<file path="src/rtl/rv32_data_mem_controller.sv">
//==============================================================================
// Module      : rv32_data_mem_controller
// Description : Data-memory front end for the multicycle RV32I core. Decodes
//               the bank, checks alignment, extracts and extends load lanes and
//               performs byte/half stores as read-modify-write on a RAM that
//               has no byte enables.
// Revision    : 1.0 - initial release
//==============================================================================
`default_nettype none

package rv32_dmem_pkg;
    typedef enum logic [1:0] {
        MEM_ACCESS_BYTE = 2'd0,
        MEM_ACCESS_HALF = 2'd1,
        MEM_ACCESS_WORD = 2'd2
    } mem_access_t;

    typedef logic [1:0] mem_exception_mask_t;

    localparam mem_exception_mask_t MEM_EXCEPT_MISALIGNED    = 2'b01;
    localparam mem_exception_mask_t MEM_EXCEPT_ILLEGAL_ADDR  = 2'b10;
endpackage

module rv32_data_mem_controller
    import rv32_dmem_pkg::*;
#(
    parameter int         ADDR_W = 10,
    parameter logic [3:0] BANK   = 4'h1
) (
    input  logic                clk,
    input  logic                rst,
    input  logic                core_req,
    input  logic [31:0]         core_addr,
    input  logic                core_wr_ena,
    input  logic [31:0]         core_wr_data,
    input  mem_access_t         core_access,
    input  logic                core_unsigned,
    output logic                core_busy,
    output logic                core_done,
    output logic [31:0]         core_rd_data,
    output mem_exception_mask_t core_exception,
    output logic [ADDR_W-1:0]   ram_addr,
    input  logic [31:0]         ram_rd_data,
    output logic [31:0]         ram_wr_data,
    output logic                ram_wr_ena
);

    typedef enum logic [1:0] {
        S_IDLE = 2'd0,
        S_READ = 2'd1,
        S_DONE = 2'd2
    } state_t;

    state_t              r_state;
    state_t              w_next_state;

    // Latched request; only the address bits that reach the RAM or select a
    // lane are kept, and only the low half of the store data is ever needed
    // after acceptance (full-word stores complete in the accept cycle).
    logic [ADDR_W+1:0]   r_addr;
    logic                r_wr_ena;
    logic [15:0]         r_wr_data;
    mem_access_t         r_access;
    logic                r_unsigned;
    mem_exception_mask_t r_exc;

    mem_exception_mask_t w_exc;
    logic                w_word_store;
    logic [31:0]         w_shift;
    logic [31:0]         w_load;
    logic [31:0]         w_merged;

    // Exception decode on the live request, used at acceptance
    always_comb begin
        w_exc = '0;
        if ((core_addr[31:28] != BANK) || (|core_addr[27:ADDR_W+2]))
            w_exc = w_exc | MEM_EXCEPT_ILLEGAL_ADDR;
        if (((core_access == MEM_ACCESS_HALF) && core_addr[0]) ||
            ((core_access == MEM_ACCESS_WORD) && (core_addr[1:0] != 2'b00)))
            w_exc = w_exc | MEM_EXCEPT_MISALIGNED;
    end

    assign w_word_store = core_wr_ena && (core_access == MEM_ACCESS_WORD);

    // Load lane extraction with sign or zero extension from the latched request
    always_comb begin
        w_shift = ram_rd_data >> {r_addr[1:0], 3'b000};
        case (r_access)
            MEM_ACCESS_BYTE: w_load = {{24{~r_unsigned & w_shift[7]}},  w_shift[7:0]};
            MEM_ACCESS_HALF: w_load = {{16{~r_unsigned & w_shift[15]}}, w_shift[15:0]};
            default:         w_load = ram_rd_data;
        endcase
    end

    // Store merge: overwrite the addressed byte or half of the word just read
    always_comb begin
        w_merged = ram_rd_data;
        case (r_access)
            MEM_ACCESS_BYTE: begin
                case (r_addr[1:0])
                    2'd0:    w_merged[7:0]   = r_wr_data[7:0];
                    2'd1:    w_merged[15:8]  = r_wr_data[7:0];
                    2'd2:    w_merged[23:16] = r_wr_data[7:0];
                    default: w_merged[31:24] = r_wr_data[7:0];
                endcase
            end
            MEM_ACCESS_HALF: begin
                if (r_addr[1])
                    w_merged[31:16] = r_wr_data;
                else
                    w_merged[15:0]  = r_wr_data;
            end
            default: w_merged = ram_rd_data;
        endcase
    end

    // State register
    always_ff @(posedge clk or posedge rst) begin
        if (rst)
            r_state <= S_IDLE;
        else
            r_state <= w_next_state;
    end

    // Next-state decode; exceptions and full-word stores skip the read cycle
    always_comb begin
        w_next_state = r_state;
        case (r_state)
            S_IDLE: begin
                if (core_req) begin
                    if ((w_exc != '0) || w_word_store)
                        w_next_state = S_DONE;
                    else
                        w_next_state = S_READ;
                end
            end
            S_READ:  w_next_state = S_DONE;
            S_DONE:  w_next_state = S_IDLE;
            default: w_next_state = S_IDLE;
        endcase
    end

    // Output decode; RAM address follows the live request while idle
    always_comb begin
        core_busy      = (r_state != S_IDLE);
        core_done      = 1'b0;
        core_exception = '0;
        ram_addr       = r_addr[ADDR_W+1:2];
        ram_wr_ena     = 1'b0;
        ram_wr_data    = '0;
        case (r_state)
            S_IDLE: begin
                ram_addr = core_addr[ADDR_W+1:2];
                if (core_req && w_word_store && (w_exc == '0)) begin
                    ram_wr_ena  = 1'b1;
                    ram_wr_data = core_wr_data;
                end
            end
            S_READ: begin
                if (r_wr_ena) begin
                    ram_wr_ena  = 1'b1;
                    ram_wr_data = w_merged;
                end
            end
            S_DONE: begin
                core_done      = 1'b1;
                core_exception = r_exc;
            end
            default: ;
        endcase
    end

    // Request latch at acceptance and load-result register
    always_ff @(posedge clk or posedge rst) begin
        if (rst) begin
            r_addr       <= '0;
            r_wr_ena     <= 1'b0;
            r_wr_data    <= '0;
            r_access     <= MEM_ACCESS_BYTE;
            r_unsigned   <= 1'b0;
            r_exc        <= '0;
            core_rd_data <= '0;
        end else begin
            if ((r_state == S_IDLE) && core_req) begin
                r_addr     <= core_addr[ADDR_W+1:0];
                r_wr_ena   <= core_wr_ena;
                r_wr_data  <= core_wr_data[15:0];
                r_access   <= core_access;
                r_unsigned <= core_unsigned;
                r_exc      <= w_exc;
            end
            if ((r_state == S_READ) && !r_wr_ena)
                core_rd_data <= w_load;
        end
    end

endmodule

`default_nettype wire
</file>
<file path="config.mk">
export PLATFORM = sky130hd
export DESIGN_NAME = rv32_data_mem_controller
export DESIGN_NICKNAME = d
export VERILOG_FILES = /design/src/rtl/rv32_data_mem_controller.sv
export SDC_FILE = /design/constraint.sdc
export NUM_CORES = 1
export LEC_CHECK = 0
export CAP_MARGIN = 15
export CORE_ASPECT_RATIO = 1.1
export CORE_MARGIN = 2
export CORE_UTILIZATION = 46
export DETAILED_ROUTE_END_ITERATION = 6
export PLACE_DENSITY = 0.88
export SYNTH_ARGS = -nofsm -noshare
export SYNTH_HDL_FRONTEND = slang
export SYNTH_SLANG_ARGS = --single-unit
export TNS_END_PERCENT = 20
</file>
<file path="constraint.sdc">
create_clock -name clk -period 2.65 [get_ports clk]
set_input_delay 0.265 -clock clk [delete_from_list [all_inputs] [get_ports clk]]
set_output_delay 0.265 -clock clk [all_outputs]
set_load 0.005 [all_outputs]
</file>
# --- After elaboration in Yosys (flattened, before gate mapping) ---
# Index checks and enable logic that the tools add are counted.
# W data, S select, Z words.
totals:
  ff_bits: 68
  in_bits: 103
  word_cells: 63
op_classes:
  shift: 1
  reduce_logical: 20
  eq_ne: 9
  n_bitwise: 3
  muxes: 22
ops:
  columns: ["op", "n"]
  rows:
  - ["$pmux W32 S2", 3]
  - ["$mux W32", 2]
  - ["$mux W16", 2]
  - ["$mux W8", 4]
  - ["$shr A32 B5 Y16", 1]
  - ["$reduce_or A16 Y1", 1]
  - ["$mux W10", 1]
  - ["$eq A2 B1 Y1 const B", 4]
  - ["$logic_not A2 Y1", 4]
  - ["$mux W2", 4]
  - ["$logic_and A1 B1 Y1", 7]
  - ["$eq A2 B2 Y1 const B", 3]
  - ["$reduce_bool A2 Y1", 3]
  - ["$mux W1", 4]
  - ["$ne A4 B1 Y1 const B", 1]
  - ["$pmux W2 S2", 1]
  - ["$logic_or A1 B1 Y1", 3]
  - ["$reduce_or A3 Y1", 1]
  - ["$and A1 B1 Y1", 2]
  - ["$ne A2 B2 Y1 const B", 1]
  - ["$pmux W1 S2", 1]
  - ["$logic_not A1 Y1", 1]
  - ["$not A1 Y1", 1]

# --- Depth between registers and ports, before layout ---
logic_depth:
  ltp_word: 9
  ltp_mapped: 7
  mapped_depth_nobuf: 4

# --- Least setup slack after synthesis ---
# Ideal clock, no wire load.
synth_timing:
  path_type: "reg2out"
  start: "reg r_state[1]"
  end: "out ram_wr_data[13]"
  arrival_ns: 1.591
  path_stages_with_launch: 6
  setup_slack_ns: 0.794
  path_cell_list: "dfrtp_1 nor3b_1 nand2_1 or4_4 buf_6 o21ai_2"
synth_between:
  elab_chain_cells: 2
  elab_cells_between_ends: 3
synth_lines:
  columns: ["item", "line_no", "text"]
  rows:
  - ["start: declaration", "54", "state_t r_state;"]
  - ["start signal: assignment", "122", "r_state <= w_next_state;"]
  - ["$eq A2 B1 Y1 / $logic_not A2 Y1 (equally long branches)", "151", "case (r_state)"]
  - ["$pmux W32 S2 (*)", "151", null]
  - ["end: declaration", "44", "output logic [31:0] ram_wr_data,"]
# Every way passes the cells marked *; elsewhere a longest branch is shown, timed or not.

# --- Worst setup path in the final report ---
layout_timing:
  start: "reg r_addr[1]"
  end: "out ram_wr_data[3]"
layout_between:
  elab_chain_cells: 5
  elab_cells_between_ends: 6
layout_lines:
  columns: ["item", "line_no", "text"]
  rows:
  - ["start: declaration", "60", "logic [ADDR_W+1:0] r_addr;"]
  - ["start signal: assignment", "185", "r_addr <= core_addr[ADDR_W+1:0];"]
  - ["$logic_not A2 Y1", "100", "case (r_addr[1:0])"]
  - ["$mux W8", "100", null]
  - ["$pmux W32 S2 (*)", "98", "case (r_access)"]
  - ["$mux W32 (*)", "160", "if (r_wr_ena) begin"]
  - ["$pmux W32 S2 (*)", "151", null]
# Marks and branches as above.

==> results_dict.tcl <==
set metrics [dict create \
    status "finished with violations" \
    failed_checks "setup timing" \
    viasPerCell 6.033 \
    stdcell_count 916 \
    nNetsFinal 872 \
    synth_top_area_share 0.3407 \
    dp.cells 897 \
    port_buffers 181 \
    period_share 1.074 \
    worstReg2RegStart "r_addr[1]" \
    async_reset_ff_frac 1.000 \
    worst-setup-path-type "reg2out" \
    required_ps 2380 \
    cts_hold_buf 0 \
    dp_hpwl_mm 13.41 \
    clockRootBuffer "clkbuf_16" \
    clk_latency_ps 340 \
    drt_first_pass_iters 7 \
    finalSetupViolations 16 \
    p_leak_nw 3.398 \
    hold_viol 0 \
    regToRegEndpoint "core_rd_data[26]" \
    post_route_cells_drive_above_1_share 0.1604 \
    yosysTopAreaCell "dfrtp_1" \
    syn_to_final_growth_pct 49.35 \
    arrival_ps 2580 \
    clk_path_buf_depth 2 \
    num_vias 5526 \
    regToRegSetupSlack_ps 530 \
    worst_slew_pin_slew_ps 863.0 \
    syn_area_um2 4995 \
    clock-sinks 68 \
    area.sequential_um2 1704 \
    diodes 0 \
    start_util 0.4761 \
    placed_cell_area_um2 7064 \
    cts.clk_slew.worst_paths_ps 50 \
    antenna_found_initial 0 \
    worst_clock_skew_ps 7.416 \
    fillers 764 \
    die_height_um 113.3 \
    boundaryPins 182 \
    row_count 39 \
    clock_tree.htree_level_count 3 \
    cts_tree "yes" \
    hold_path.class "in2async" \
    grt_pass1_vias 5320 \
    grt_pass1_wl_mm 27.57 \
    rsz0062_at_grt "true" \
    place.gp.congestion 0.9509 \
    multi_input_area_um2 3009 \
    r2r_cells 4 \
    synth_seq_area_share 0.3407 \
    synth_ff_type "dfrtp_1" \
    grt-ovfl-total 0 \
    grt_usage 0.3072 \
    fin_crit_ps 2845 \
    slew_violations 0 \
    yosys-top-cells-count "nand2_1 (74), o21ai_0 (74), dfrtp_1 (68)" \
    ir_worst_vdd_uv 307.3 \
    setup.worst_path.start_class "flip-flop" \
    dieWidth_um 103.4 \
    setup_slack_ps -195.4 \
    core_um2 10490 \
    drtAntennaViolNets 0 \
    syn-num-nets 688 \
    ys_ff_latch 68 \
    postSynthCellCount 585 \
    power_density_nw_per_um2 452.2 \
    wirelength_mm 18.51 \
    fin_area_um2 7460 \
    drt-initial-drc-count 498 \
    post-place-ws_ps -215.6 \
    synth.distinct_cells 60 \
    avgSynthCellArea_um2 8.538 \
    wire_per_inst_um 20.21 \
    synth_area_leaders "dfrtp_1 (34%), o21ai_0 (7.4%), mux2_2 (6.1%)" \
    synth-edff-count 0 \
    crit_path_max_fanout 18 \
    max_slew_margin 0.4233 \
    fmax_ghz 0.3514 \
    numCtsBuffers 9 \
    drc 0 \
    maxCapViolations 0 \
    endpoint_kind "output port" \
    grt_max_degree 37 \
    die_area_um2 11710 \
    ys_warn_count 0 \
]
==> what timing repair did <==
item | 4_1_cts | 5_1_grt
setup buffers | 0 | 3
cloned | 0 | 1
setup endpoints to repair | 33 | 26
pin swaps | 3 | 8
gates resized for setup | 20 | 26
==> final cells by class <==
| type | instances | area share |
|---|---|---|
| clock buffers | 11 | 0.03254 |
| clock inverters | 4 | 0.006709 |
| inverters | 38 | 0.01912 |
| multi-input cells | 434 | 0.4034 |
| flip-flops and latches | 68 | 0.2284 |
| well taps | 143 | 0.02399 |
| repair buffers | 218 | 0.2858 |
==> cell usage in the layout, fill, tap and decap left out, types with 9 or more instances in the layout <==
cell             count
a21o_1              16
a21oi_1             20
a221oi_1            16
buf_4               33
clkbuf_16            9
clkdlybuf4s50_1    156
dfrtp_1             66
dlygate4sd2_1       12
dlymetal6s2s_1      12
inv_1               37
mux2_2              27
mux2i_1             14
nand2_1             73
nand2b_1            25
nor2_1              13
nor2b_1             26
nor3_1               9
o2111ai_1           13
o21ai_0             69
o21ai_1             10
o21ai_2             15
==> worst max-delay path, cell delays in order (launching register included) <==
cell and delay [ps]:
dfrtp_2 530, inv_1 450, o21ai_0 200, a221oi_1 410
a21o_1 130, clkdlybuf4s50_1 510
==> metrics by stage <==
step	power (W)	setup TNS, ps	hold slack, ps	utilization
6_report	0.003373	-2133	159.4	0.7110
5_1_grt	0.003493	-3035	184.9	0.7110
3_3_place_gp	0.002102	-1557	452.3	0.6733
4_1_cts	0.003337	-2209	157.6	0.7009
3_5_place_dp	0.002139	-3792	461.4	0.6733
2_1_floorplan	0.001726	0	370.4	-
==> sequential cells by signal, summed over array words and instances (netlist names) <==
register / cells
r_addr: 12
r_wr_data: 16
r_state: 2
r_exc: 2
r_wr_ena: 1
core_rd_data: 32
r_unsigned: 1
r_access: 2
==> power breakdown <==
part           switching [W]  leakage (nW)  internal (W)
clock               0.000451         0.138      0.000747
sequential          0.000103         0.744       0.00111
combinational       0.000490          2.52      0.000473
==> kinds of logic (layout without fill, tap and decap cells) <==
group                  Yosys count  after routing  share of synthesized area
flip-flops                      68             68                     0.3407
AND/OR/NAND/NOR                197            198                     0.2265
buffers and inverters           84            271                    0.07039
AO/OA/AOI/OAI                  189            189                     0.2465
multiplexers                    47             47                     0.1160
==> per-layer routing <==
layer	wire length, um	vias to the layer above	GRT usage
li1	-	2467	-
met1	6724	2626	0.3843
met2	9403	367	0.5092
met3	1781	66	0.06794
met4	602	0	0.1228
met5	0	-	0
==> worst max-delay path by stage <==
| stage | slack [ps] | startpoint | cells past startpoint | end |
|---|---|---|---|---|
| final | -200 | r_addr[1] | 5 | ram_wr_data[3] |
| after detailed placement | -220 | core_addr[18] | 6 | ram_wr_data[8] |
| after global routing | -250 | r_addr[1] | 5 | ram_wr_data[3] |
| after floorplan | 670 | rst | 1 | core_rd_data[0] |
| after CTS | -140 | core_addr[21] | 6 | ram_wr_data[9] |
| after global placement | -130 | core_addr[30] | 6 | ram_wr_data[11] |
Power figures use the tool's default switching activity.
